**src/rtl/uart_pkg.sv**
```systemverilog
// Shared types and width helper for the UART transmit path.
package uart_pkg;

   localparam int DATA_LENGTH_DEF = 8;

   typedef enum logic [1:0] {
      IDLE = 2'd0,
      ARM  = 2'd1,
      SEND = 2'd2,
      WAIT = 2'd3
   } tx_state_e;

   function automatic int clog2(input int value);
      int result;
      result = 0;
      while ((1 << result) < value) result++;
      return result;
   endfunction

endpackage

```
**src/rtl/uart_sync_fifo.sv**
```systemverilog
// Circular word buffer; push accepted when not full or when popping in the same cycle.
// Flags are registered; head word is readable combinationally from storage.
module uart_sync_fifo
   import uart_pkg::*;
#(
   parameter int Data_length = DATA_LENGTH_DEF,
   parameter int Depth       = 16
) (
   input  logic                   clk,
   input  logic                   rst,
   input  logic                   wr_en,
   input  logic [Data_length-1:0] wr_data,
   input  logic                   rd_en,
   output logic [Data_length-1:0] rd_data,
   input  logic                   clr_ovf,
   output logic                   full,
   output logic                   empty,
   output logic [clog2(Depth):0]  count,
   output logic                   overflow
);

   localparam int PTR_W = clog2(Depth);
   localparam logic [PTR_W:0] FULL_CNT = (PTR_W + 1)'(Depth);

   logic [Data_length-1:0] mem_q [Depth];
   logic [PTR_W-1:0] wr_ptr_q, wr_ptr_d, rd_ptr_q, rd_ptr_d;
   logic [PTR_W:0]   count_q, count_d;
   logic             full_q, full_d, empty_q, empty_d, ovf_q, ovf_d;
   logic             push, pop;

   always_comb begin
      pop      = rd_en && !empty_q;
      push     = wr_en && (!full_q || pop);
      wr_ptr_d = wr_ptr_q;
      rd_ptr_d = rd_ptr_q;
      count_d  = count_q;
      if (push) wr_ptr_d = wr_ptr_q + PTR_W'(1);
      if (pop)  rd_ptr_d = rd_ptr_q + PTR_W'(1);
      if (push && !pop)      count_d = count_q + (PTR_W + 1)'(1);
      else if (pop && !push) count_d = count_q - (PTR_W + 1)'(1);
      full_d  = (count_d == FULL_CNT);
      empty_d = (count_d == '0);
      // Clear wins over a drop in the same cycle.
      if (clr_ovf)                      ovf_d = 1'b0;
      else if (wr_en && full_q && !pop) ovf_d = 1'b1;
      else                              ovf_d = ovf_q;
   end

   always_ff @(posedge clk) begin
      if (push) mem_q[wr_ptr_q] <= wr_data;
   end

   always_ff @(posedge clk) begin
      if (rst) begin
         wr_ptr_q <= '0;
         rd_ptr_q <= '0;
         count_q  <= '0;
         full_q   <= 1'b0;
         empty_q  <= 1'b1;
         ovf_q    <= 1'b0;
      end else begin
         wr_ptr_q <= wr_ptr_d;
         rd_ptr_q <= rd_ptr_d;
         count_q  <= count_d;
         full_q   <= full_d;
         empty_q  <= empty_d;
         ovf_q    <= ovf_d;
      end
   end

   assign rd_data  = mem_q[rd_ptr_q];
   assign full     = full_q;
   assign empty    = empty_q;
   assign count    = count_q;
   assign overflow = ovf_q;

endmodule

```
**src/rtl/uart_tx_feeder.sv**
```systemverilog
// Queues host words and launches them one at a time on baud-aligned send pulses.
// Next word waits for tx_done; a watchdog in baud ticks abandons a frame that never completes.
module uart_tx_feeder
   import uart_pkg::*;
#(
   parameter int Data_length = DATA_LENGTH_DEF,
   parameter int Depth       = 16,
   parameter int Timeout     = 32
) (
   input  logic                   tx_clk,
   input  logic                   rst,
   input  logic [Data_length-1:0] wr_data,
   input  logic                   wr_en,
   output logic                   full,
   output logic                   empty,
   output logic [clog2(Depth):0]  count,
   output logic                   overflow,
   input  logic                   baudratetx,
   input  logic                   tx_done,
   output logic [Data_length-1:0] parallel_datain,
   output logic                   send,
   output logic                   busy,
   output logic                   err_timeout,
   input  logic                   clr_err
);

   localparam int WD_W = clog2(Timeout + 1);
   localparam logic [WD_W-1:0] WD_LIMIT = WD_W'(Timeout);

   tx_state_e              state_q, state_d;
   logic                   baud_prev_q, baud_prev_d, done_prev_q, done_prev_d;
   logic [Data_length-1:0] pd_q, pd_d;
   logic                   send_q, send_d, busy_q, busy_d, err_q, err_d;
   logic [WD_W-1:0]        wdog_q, wdog_d;
   logic                   tick, done_rise, err_set;
   logic                   fifo_rd_en, fifo_empty;
   logic [Data_length-1:0] fifo_rd_data;

   uart_sync_fifo #(
      .Data_length (Data_length),
      .Depth       (Depth)
   ) u_fifo (
      .clk      (tx_clk),
      .rst      (rst),
      .wr_en    (wr_en),
      .wr_data  (wr_data),
      .rd_en    (fifo_rd_en),
      .rd_data  (fifo_rd_data),
      .clr_ovf  (clr_err),
      .full     (full),
      .empty    (fifo_empty),
      .count    (count),
      .overflow (overflow)
   );

   always_comb begin
      baud_prev_d = baudratetx;
      done_prev_d = tx_done;
      tick        = baudratetx && !baud_prev_q;
      done_rise   = tx_done && !done_prev_q;
      state_d     = state_q;
      pd_d        = pd_q;
      send_d      = send_q;
      wdog_d      = wdog_q;
      err_set     = 1'b0;
      fifo_rd_en  = 1'b0;
      case (state_q)
         IDLE: if (!fifo_empty) begin
            fifo_rd_en = 1'b1;
            pd_d       = fifo_rd_data;
            state_d    = ARM;
         end
         ARM: if (tick) begin
            send_d  = 1'b1;
            state_d = SEND;
         end
         SEND: if (tick) begin
            send_d  = 1'b0;
            wdog_d  = '0;
            state_d = WAIT;
         end
         WAIT: begin
            if (done_rise) begin
               state_d = IDLE;
            end else if (tick) begin
               // An expired frame is dropped; the queue simply moves on.
               wdog_d = wdog_q + WD_W'(1);
               if (wdog_d == WD_LIMIT) begin
                  err_set = 1'b1;
                  state_d = IDLE;
               end
            end
         end
         default: state_d = IDLE;
      endcase
      if (clr_err)      err_d = 1'b0;
      else if (err_set) err_d = 1'b1;
      else              err_d = err_q;
      busy_d = (state_d != IDLE);
   end

   // Edge history resets high so the first cycle after reset never sees an edge.
   always_ff @(posedge tx_clk) begin
      if (rst) begin
         state_q     <= IDLE;
         baud_prev_q <= 1'b1;
         done_prev_q <= 1'b1;
         pd_q        <= '0;
         send_q      <= 1'b0;
         busy_q      <= 1'b0;
         err_q       <= 1'b0;
         wdog_q      <= '0;
      end else begin
         state_q     <= state_d;
         baud_prev_q <= baud_prev_d;
         done_prev_q <= done_prev_d;
         pd_q        <= pd_d;
         send_q      <= send_d;
         busy_q      <= busy_d;
         err_q       <= err_d;
         wdog_q      <= wdog_d;
      end
   end

   assign empty           = fifo_empty;
   assign parallel_datain = pd_q;
   assign send            = send_q;
   assign busy            = busy_q;
   assign err_timeout     = err_q;

endmodule
```
**config.mk**
```make
export PLATFORM = sky130hd
export DESIGN_NAME = uart_tx_feeder
export DESIGN_NICKNAME = d
export VERILOG_FILES = /design/src/rtl/uart_pkg.sv /design/src/rtl/uart_sync_fifo.sv /design/src/rtl/uart_tx_feeder.sv
export SDC_FILE = /design/constraint.sdc
export NUM_CORES = 1
export LEC_CHECK = 0
export CELL_PAD_IN_SITES_DETAIL_PLACEMENT = 1
export CELL_PAD_IN_SITES_GLOBAL_PLACEMENT = 1
export CORE_UTILIZATION = 25
export CTS_CLUSTER_SIZE = 30
export DETAILED_ROUTE_END_ITERATION = 16
export GPL_ROUTABILITY_DRIVEN = 1
export GPL_TIMING_DRIVEN = 0
export PLACE_DENSITY = 0.51
export SETUP_SLACK_MARGIN = 0.2
export SKIP_CTS_REPAIR_TIMING = 1
export SLEW_MARGIN = 20
export SYNTH_ARGS = -nofsm -noshare
export SYNTH_HDL_FRONTEND = slang
export SYNTH_HIERARCHICAL = 1
export SYNTH_SLANG_ARGS = --single-unit
```
**constraint.sdc**
```tcl
create_clock -name tx_clk -period 7.6 [get_ports tx_clk]
set_clock_uncertainty 0.2 [all_clocks]
set_input_delay 0.76 -clock tx_clk [delete_from_list [all_inputs] [get_ports tx_clk]]
set_output_delay 0.76 -clock tx_clk [all_outputs]
set_load 0.02 [all_outputs]
```
==> results of run 1 <==
layer usage:
metal | global-route usage [%] | share of wire, %
met1 | 15.2 | 49
met2 | 18.9 | 49
met3 | 2.72 | 2.4
met4 | 3.83 | 0.47
met5 | 0 | 0
cells in the final DEF, fill, tap and decap left out, types with 3 or more instances in the layout:
cell	synthesis	layout
nor3_2	1	5
nand2_1	30	30
clkinv_4	1	3
nand2b_1	7	7
mux4_2	16	16
dfxtp_1	41	41
mux4_1	24	24
inv_1	7	7
a21oi_1	20	20
inv_8	0	3
edfxtp_1	128	128
nand3_1	4	4
buf_1	4	4
xor2_1	7	7
clkbuf_1	7	7
nor2b_1	3	3
ha_1	8	8
buf_4	2	4
bufinv_16	0	3
clkbuf_16	0	17
nor2_1	35	35
xnor2_1	4	4
clkdlybuf4s50_1	0	32
nor4_1	3	3
o21ai_0	7	7
logic make-up (layout without fill, tap and decap cells):
group,after synthesis,after routing,share of synthesized area [%]
AND/OR/NAND/NOR,112,112,8.38
XOR/XNOR,11,11,1.40
flip-flops,169,169,67.9
multiplexers,43,43,14.9
adder cells (fa/ha/maj),8,8,1.46
AO/OA/AOI/OAI,40,40,3.54
buffers and inverters,27,93,2.37
critical path: cells and delay by family, from the launching register on:
| kind | cells | cell delay (ps) |
|---|---|---|
| compound gates | 1 | 460 |
| flops | 1 | 300 |
| simple gates | 4 | 1540 |
| buf+inv | 4 | 630 |
how the worst min path moves through the flow:
stage                                         start                         endpoint  slack [ps]  cells past startpoint
detailed placement  parallel_datain[2]$_SDFFE_PP0P_  parallel_datain[2]$_SDFFE_PP0P_         250                      2
floorplan                    wdog_q[5]$_SDFFE_PP0P_           wdog_q[5]$_SDFFE_PP0P_         250                      2
CTS                 parallel_datain[2]$_SDFFE_PP0P_  parallel_datain[2]$_SDFFE_PP0P_         260                      2
global placement    parallel_datain[1]$_SDFFE_PP0P_  parallel_datain[1]$_SDFFE_PP0P_         250                      2
finish              parallel_datain[2]$_SDFFE_PP0P_  parallel_datain[2]$_SDFFE_PP0P_         260                      2
global route        parallel_datain[3]$_SDFFE_PP0P_  parallel_datain[3]$_SDFFE_PP0P_         290                      2
flip-flops by register name (all words and copies together), names as in the netlist, 2 cells and up, named ones only:
register         cells
u_fifo/mem_q       128
u_fifo/count         5
parallel_datain      8
u_fifo/rd_ptr_q      4
u_fifo/wr_ptr_q      4
wdog_q               6
state_q              2
power by group through the flow:
stage                     sequential, mW  clock (mW)  combinational (mW)
after CTS                           1.06       0.928               0.355
after global placement              1.08           0               0.345
after floorplan                     1.10           0               0.206
final                               1.06       0.901               0.350
after detailed placement            1.08           0               0.354
after global routing                1.07       0.962               0.380
layout make-up:
type                    instances  area share [%]
repair buffers                 34            4.06
flip-flops and latches        169            56.5
clock buffers                  17            5.15
multi-input cells             214            24.9
plain buffers                  19            1.54
inverters                       8           0.424
clock inverters                15            2.27
well taps                     341            5.16
through the flow:
stage	hold slack, ps	std cells	area [um2]	utilization [%]	setup WS (ps)
floorplan	246	410	6870	-	4730
global placement	252	783	7610	28.2	3620
detailed placement	255	785	7650	28.4	3950
global route	288	817	8260	30.7	3870
finish	262	817	8260	30.7	4070
CTS	263	817	8260	30.7	4040
==> impl_results.md, run 1 <==
- Number of CTS-inserted buffers: 17
- Max Clk Rate: 0.284 GHz
- Leak: 2.64 nW
- Net Sw Frac: 25.7%
- Starting Density: 25.5%
- Gate power share: 15.1%
- Final Slew Violations: 0
- Cell Area, Synth: 6870 um2
- Netlist cell types: 57
- Layout cell share with drive strength beyond 1: 15.8%
- CP Cell Sequence: buf_2, or3_1, buf_4, clkinv_4, nand2b_1, buf_2, a21boi_2, nand2_1, nor2_1
- Post-synth EDFFs: 128
- Number of remaining DRC errors: 0
- Worst reg-to-reg path cell count: 9
- Core Box Area: 27000 um2
- Final TNS setup: 0 ps
- RD Place Congestion: 0.749
- Critical path startpoint: state_q[0]$_SDFF_PP0_
- Pwr dens: 280 nW/um2
- # clock sinks: 169
- Setup-failing EPs final: 0
- DR iter-0 viols: 181
- Cell repeated most along the worst path: buf_2
- P_int: 1.72 mW
- Reg-to-Reg End: u_fifo/mem_q[15][5]$_DFFE_PP_
- Syn nets: 432
- Slew HR: 36.1%
- Top cells by count, synth: edfxtp_1, dfxtp_1, nor2_1
- # nets final: 485
- Insertion delay to the later sink of the worst-skew pair: 420 ps
- Buffer depth of the longest clock path: 2
- Post-synth ARST share: 0%
- Routed WL: 15.4 mm
- #FFs+latches synth: 169
- Number of global-route vias before repair: 4016
- Drt pass-1 iters: 4
- Worst-Margin Slew: 955 ps
- R2R Path Start: state_q[0]$_SDFF_PP0_
- Clock Tree Root: clkbuf_16
- Clock share of power: 39.0%
- Final hold vios: 0
- Fin crit period: 3530 ps
- Global route overflow: 0
- Req. time, crit path: 7440 ps
- Die Area: 28100 um2
- Register area share after synthesis: 67.9%
- H-tree levels: 4
- Sw power: 0.594 mW
- Crit end category: register
- Worst Setup EP: u_fifo/mem_q[15][5]$_DFFE_PP_
- Register Area: 4660 um2
- RSZ-0062 raised after global routing: no
- Filler cells: 2773
- N_diodes: 0
- CP max stage cell: nor2_1
- First-pass GRT wire length: 23.9 mm
- Final total power: 2.31 mW
- Max-cap viol count: 0
- Synth-to-Final Area Change: 20.3%
- Max stage delay on crit path: 790 ps
- Max VDD drop: 0.000151 V
- Mean area per synthesized cell: 16.7 um2
- # rows: 60
- Tcrit/Tclk final: 46.4%
- Kind of critical path: reg2reg
- GRT Overall Usage: 11.6%
- Area contributors post-synth: edfxtp_1, dfxtp_1, mux4_1
- Top cell type's share of synthesized area: 56.0%
- CP startpoint kind: register
- WL/cell: 18.8 um
- Die Wd: 168 um
- Worst R2R Setup Slack: 4070 ps
- # port buffers: 32
- Most common cell in the netlist: edfxtp_1
- CTS tree: built
- Status: complete, no violations
- Most area-hungry cell type in the Yosys netlist: edfxtp_1
- Ys Warns: 6
- Worst-path clk slew: 70 ps
- Detailed Place HPWL: 10.6 mm
- Largest net degree at the start of global routing: 17
- Ys flop type: edfxtp_1
- Mapped Cells: 410
- Critical-path maximum fanout: 11
- Critical Path AT: 3370 ps
- Vias: 3699
- Initial antenna violation count: 0
- Worst Hold Class: reg2reg
- Post-DRT Antenna Nets: 0
- Die Y: 168 um
- Area of the multi-input gates: 2060 um2
- Num ports: 33
- Power share of the sequential group: 45.9%
- Vias/cell: 4.53
Note: power is estimated with default switching activity, not from simulation.
==> run 2: changes to the inputs <==
clock period = 3.3 ns   (was 7.6 ns; I/O delays follow)
==> run 2 against run 1 <==
  * Largest power group unchanged
  * Critical endpoint is now u_fifo/mem_q[0][1]$_DFFE_PP_
  * Sequential power rose by 130%
  * Sequential share of layout area fell by 1.8 points
  * Total power rose by 130%
==> impl_results.md, run 2 (synthesis gave the netlist of run 1 again) <==
- Setup-failing EPs final: 0 (unchanged)
- Post-DRT Antenna Nets: 0 (unchanged)
- N_diodes: 0 (unchanged)
- Slew HR: 48.7% (+13 points)
- Crit end category: register
- CP max stage cell: or3_1
- Cells after DPL: 785 (unchanged)
- Max stage delay on crit path: 400 ps (-390 ps)
- Kind of critical path: reg2reg
- Final total power: 5.36 mW (+130%)
- Starting Density: 25.5% (unchanged)
- Final Slew Violations: 0 (unchanged)
- Tcrit/Tclk final: 93.6% (+47 points)
- WHS Endpoint: parallel_datain[2]$_SDFFE_PP0P_
- Critical Path AT: 3030 ps (-340 ps)
- Leak: 2.71 nW (+2.6%)
- Pwr dens: 628 nW/um2 (+120%)
- Largest net degree at the start of global routing: 17 (unchanged)
- Num ports: 33 (unchanged)
- Layout Cells excl Fill: 825 (+0.98%)
- Cell repeated most along the worst path: buf_2
- RD Place Congestion: 0.749 (unchanged)
- Number of global-route vias before repair: 4016 (unchanged)
- Worst-path clk slew: 70 ps (about the same)
- Routed WL: 15.7 mm (+2.0%)
- H-tree levels: 4 (unchanged)
- Worst-Margin Slew: 769 ps (-186 ps)
- Fin crit period: 3090 ps (-437 ps)
- Hold Crit Start: parallel_datain[2]$_SDFFE_PP0P_
- Max-cap viol count: 0 (unchanged)
- Worst Hold Class: reg2reg
- Buffer depth of the longest clock path: 2 (unchanged)
- CP startpoint kind: register
- Number of remaining DRC errors: 0 (unchanged)
- Vias: 3768 (+1.9%)
- CP Cell Sequence: buf_2, or3_1, buf_4, clkinv_4, nand2b_1, buf_2, a21boi_4, nand2_1, nor3_4, buf_12
- Most frequent cells in the layout: edfxtp_1, dfxtp_1, clkdlybuf4s50_1
- WL/cell: 19.0 um (+1.0%)
- DR iter-0 viols: 202 (+12%)
- Hold Path Stages: 2 (unchanged)
- Max VDD drop: 0.000343 V (+130%)
- # clock sinks: 169 (unchanged)
- Max Clk Rate: 0.324 GHz (+14%)
- # nets final: 493 (+1.6%)
- Die Area: 28100 um2 (unchanged)
- Synth-to-Final Area Change: 24.3%
- Vias/cell: 4.57 (+0.88%)
- First-pass GRT wire length: 23.9 mm (unchanged)
- CTS tree: built
- Detailed Place HPWL: 10.6 mm (unchanged)
- Critical-path maximum fanout: 11 (unchanged)
- Most common cell after layout, fill and taps aside: edfxtp_1
- Max reg flops: 128 (unchanged)
- # port buffers: 32 (unchanged)
- Drt pass-1 iters: 4 (unchanged)
- Global route overflow: 0 (unchanged)
- Die Wd: 168 um (unchanged)
- GRT Overall Usage: 11.6% (unchanged)
- Worst reg-to-reg path cell count: 10 (+1)
- Req. time, crit path: 3240 ps (-4200 ps)
- Reg-to-Reg End: u_fifo/mem_q[0][1]$_DFFE_PP_
- Initial antenna violation count: 0 (unchanged)
- Core Box Area: 27000 um2 (unchanged)
- # rows: 60 (unchanged)
- Insertion delay to the later sink of the worst-skew pair: 430 ps (about the same)
- Number of CTS-inserted buffers: 17 (unchanged)
- Clock Tree Root: clkbuf_16
- R2R Path Start: state_q[0]$_SDFF_PP0_
- Worst R2R Setup Slack: 210 ps (-3860 ps)
- Status: complete, no violations
- Biggest register: u_fifo/mem_q
- Final hold vios: 0 (unchanged)
- RSZ-0062 raised after global routing: yes
- Layout cell share with drive strength beyond 1: 20.0% (+4.3 points)
- Die Y: 168 um (unchanged)
==> run 2: critical path: cells and delay by family (launching register included) <==
family / cells / cell delay, ps
buffers and inverters: 5 / 800
AO/OA/AOI/OAI: 1 / 360
flip-flops: 1 / 300
AND/OR/NAND/NOR: 4 / 1130
==> run 2: power breakdown <==
part,switching [mW],leakage (nW),internal (mW)
combinational,0.437,0.920,0.394
clock,0.873,0.297,1.21
sequential,0.0721,1.49,2.37
total,1.38,2.71,3.98
==> run 2: routing by layer <==
metal  GRT usage (%)  vias up  share of wire [%]
li1                -     1724                  -
met1            15.2     1962                 47
met2            18.9       67                 49
met3            2.72       15                3.6
met4            3.83        0                1.0
met5               0        -                  0
==> run 2: how the worst max path moves through the flow <==
stage                                    endpoint             startpoint  depth (start not counted)
floorplan            u_fifo/mem_q[3][0]$_DFFE_PP_  state_q[0]$_SDFF_PP0_                          9
global placement     u_fifo/mem_q[3][4]$_DFFE_PP_  state_q[0]$_SDFF_PP0_                          9
detailed placement  u_fifo/mem_q[15][3]$_DFFE_PP_  state_q[0]$_SDFF_PP0_                          9
CTS                 u_fifo/mem_q[15][5]$_DFFE_PP_  state_q[0]$_SDFF_PP0_                          9
global route         u_fifo/mem_q[1][1]$_DFFE_PP_  state_q[0]$_SDFF_PP0_                         10
finish               u_fifo/mem_q[0][1]$_DFFE_PP_  state_q[0]$_SDFF_PP0_                         10
==> run 2: per-stage QoR <==
stage               utilization [%]  cell area, um2  setup TNS (ps)  hold slack, ps  setup WS, ps
CTS                            30.7            8260          -13480             263          -262
global route                   31.7            8540               0             288          88.7
floorplan                         -            6870               0             209           425
detailed placement             28.4            7650          -11110             255          -247
finish                         31.7            8540               0             261           210
global placement               28.2            7610          -20180             252          -562
==> run 2: layout make-up <==
class	instances	area, um2
plain buffers	19	128
clock buffers	17	425
clock inverters	15	188
fillers	2752	18400
inverters	8	35.0
multi-input cells	214	2170
flip-flops and latches	169	4660
well taps	341	427
repair buffers	42	495
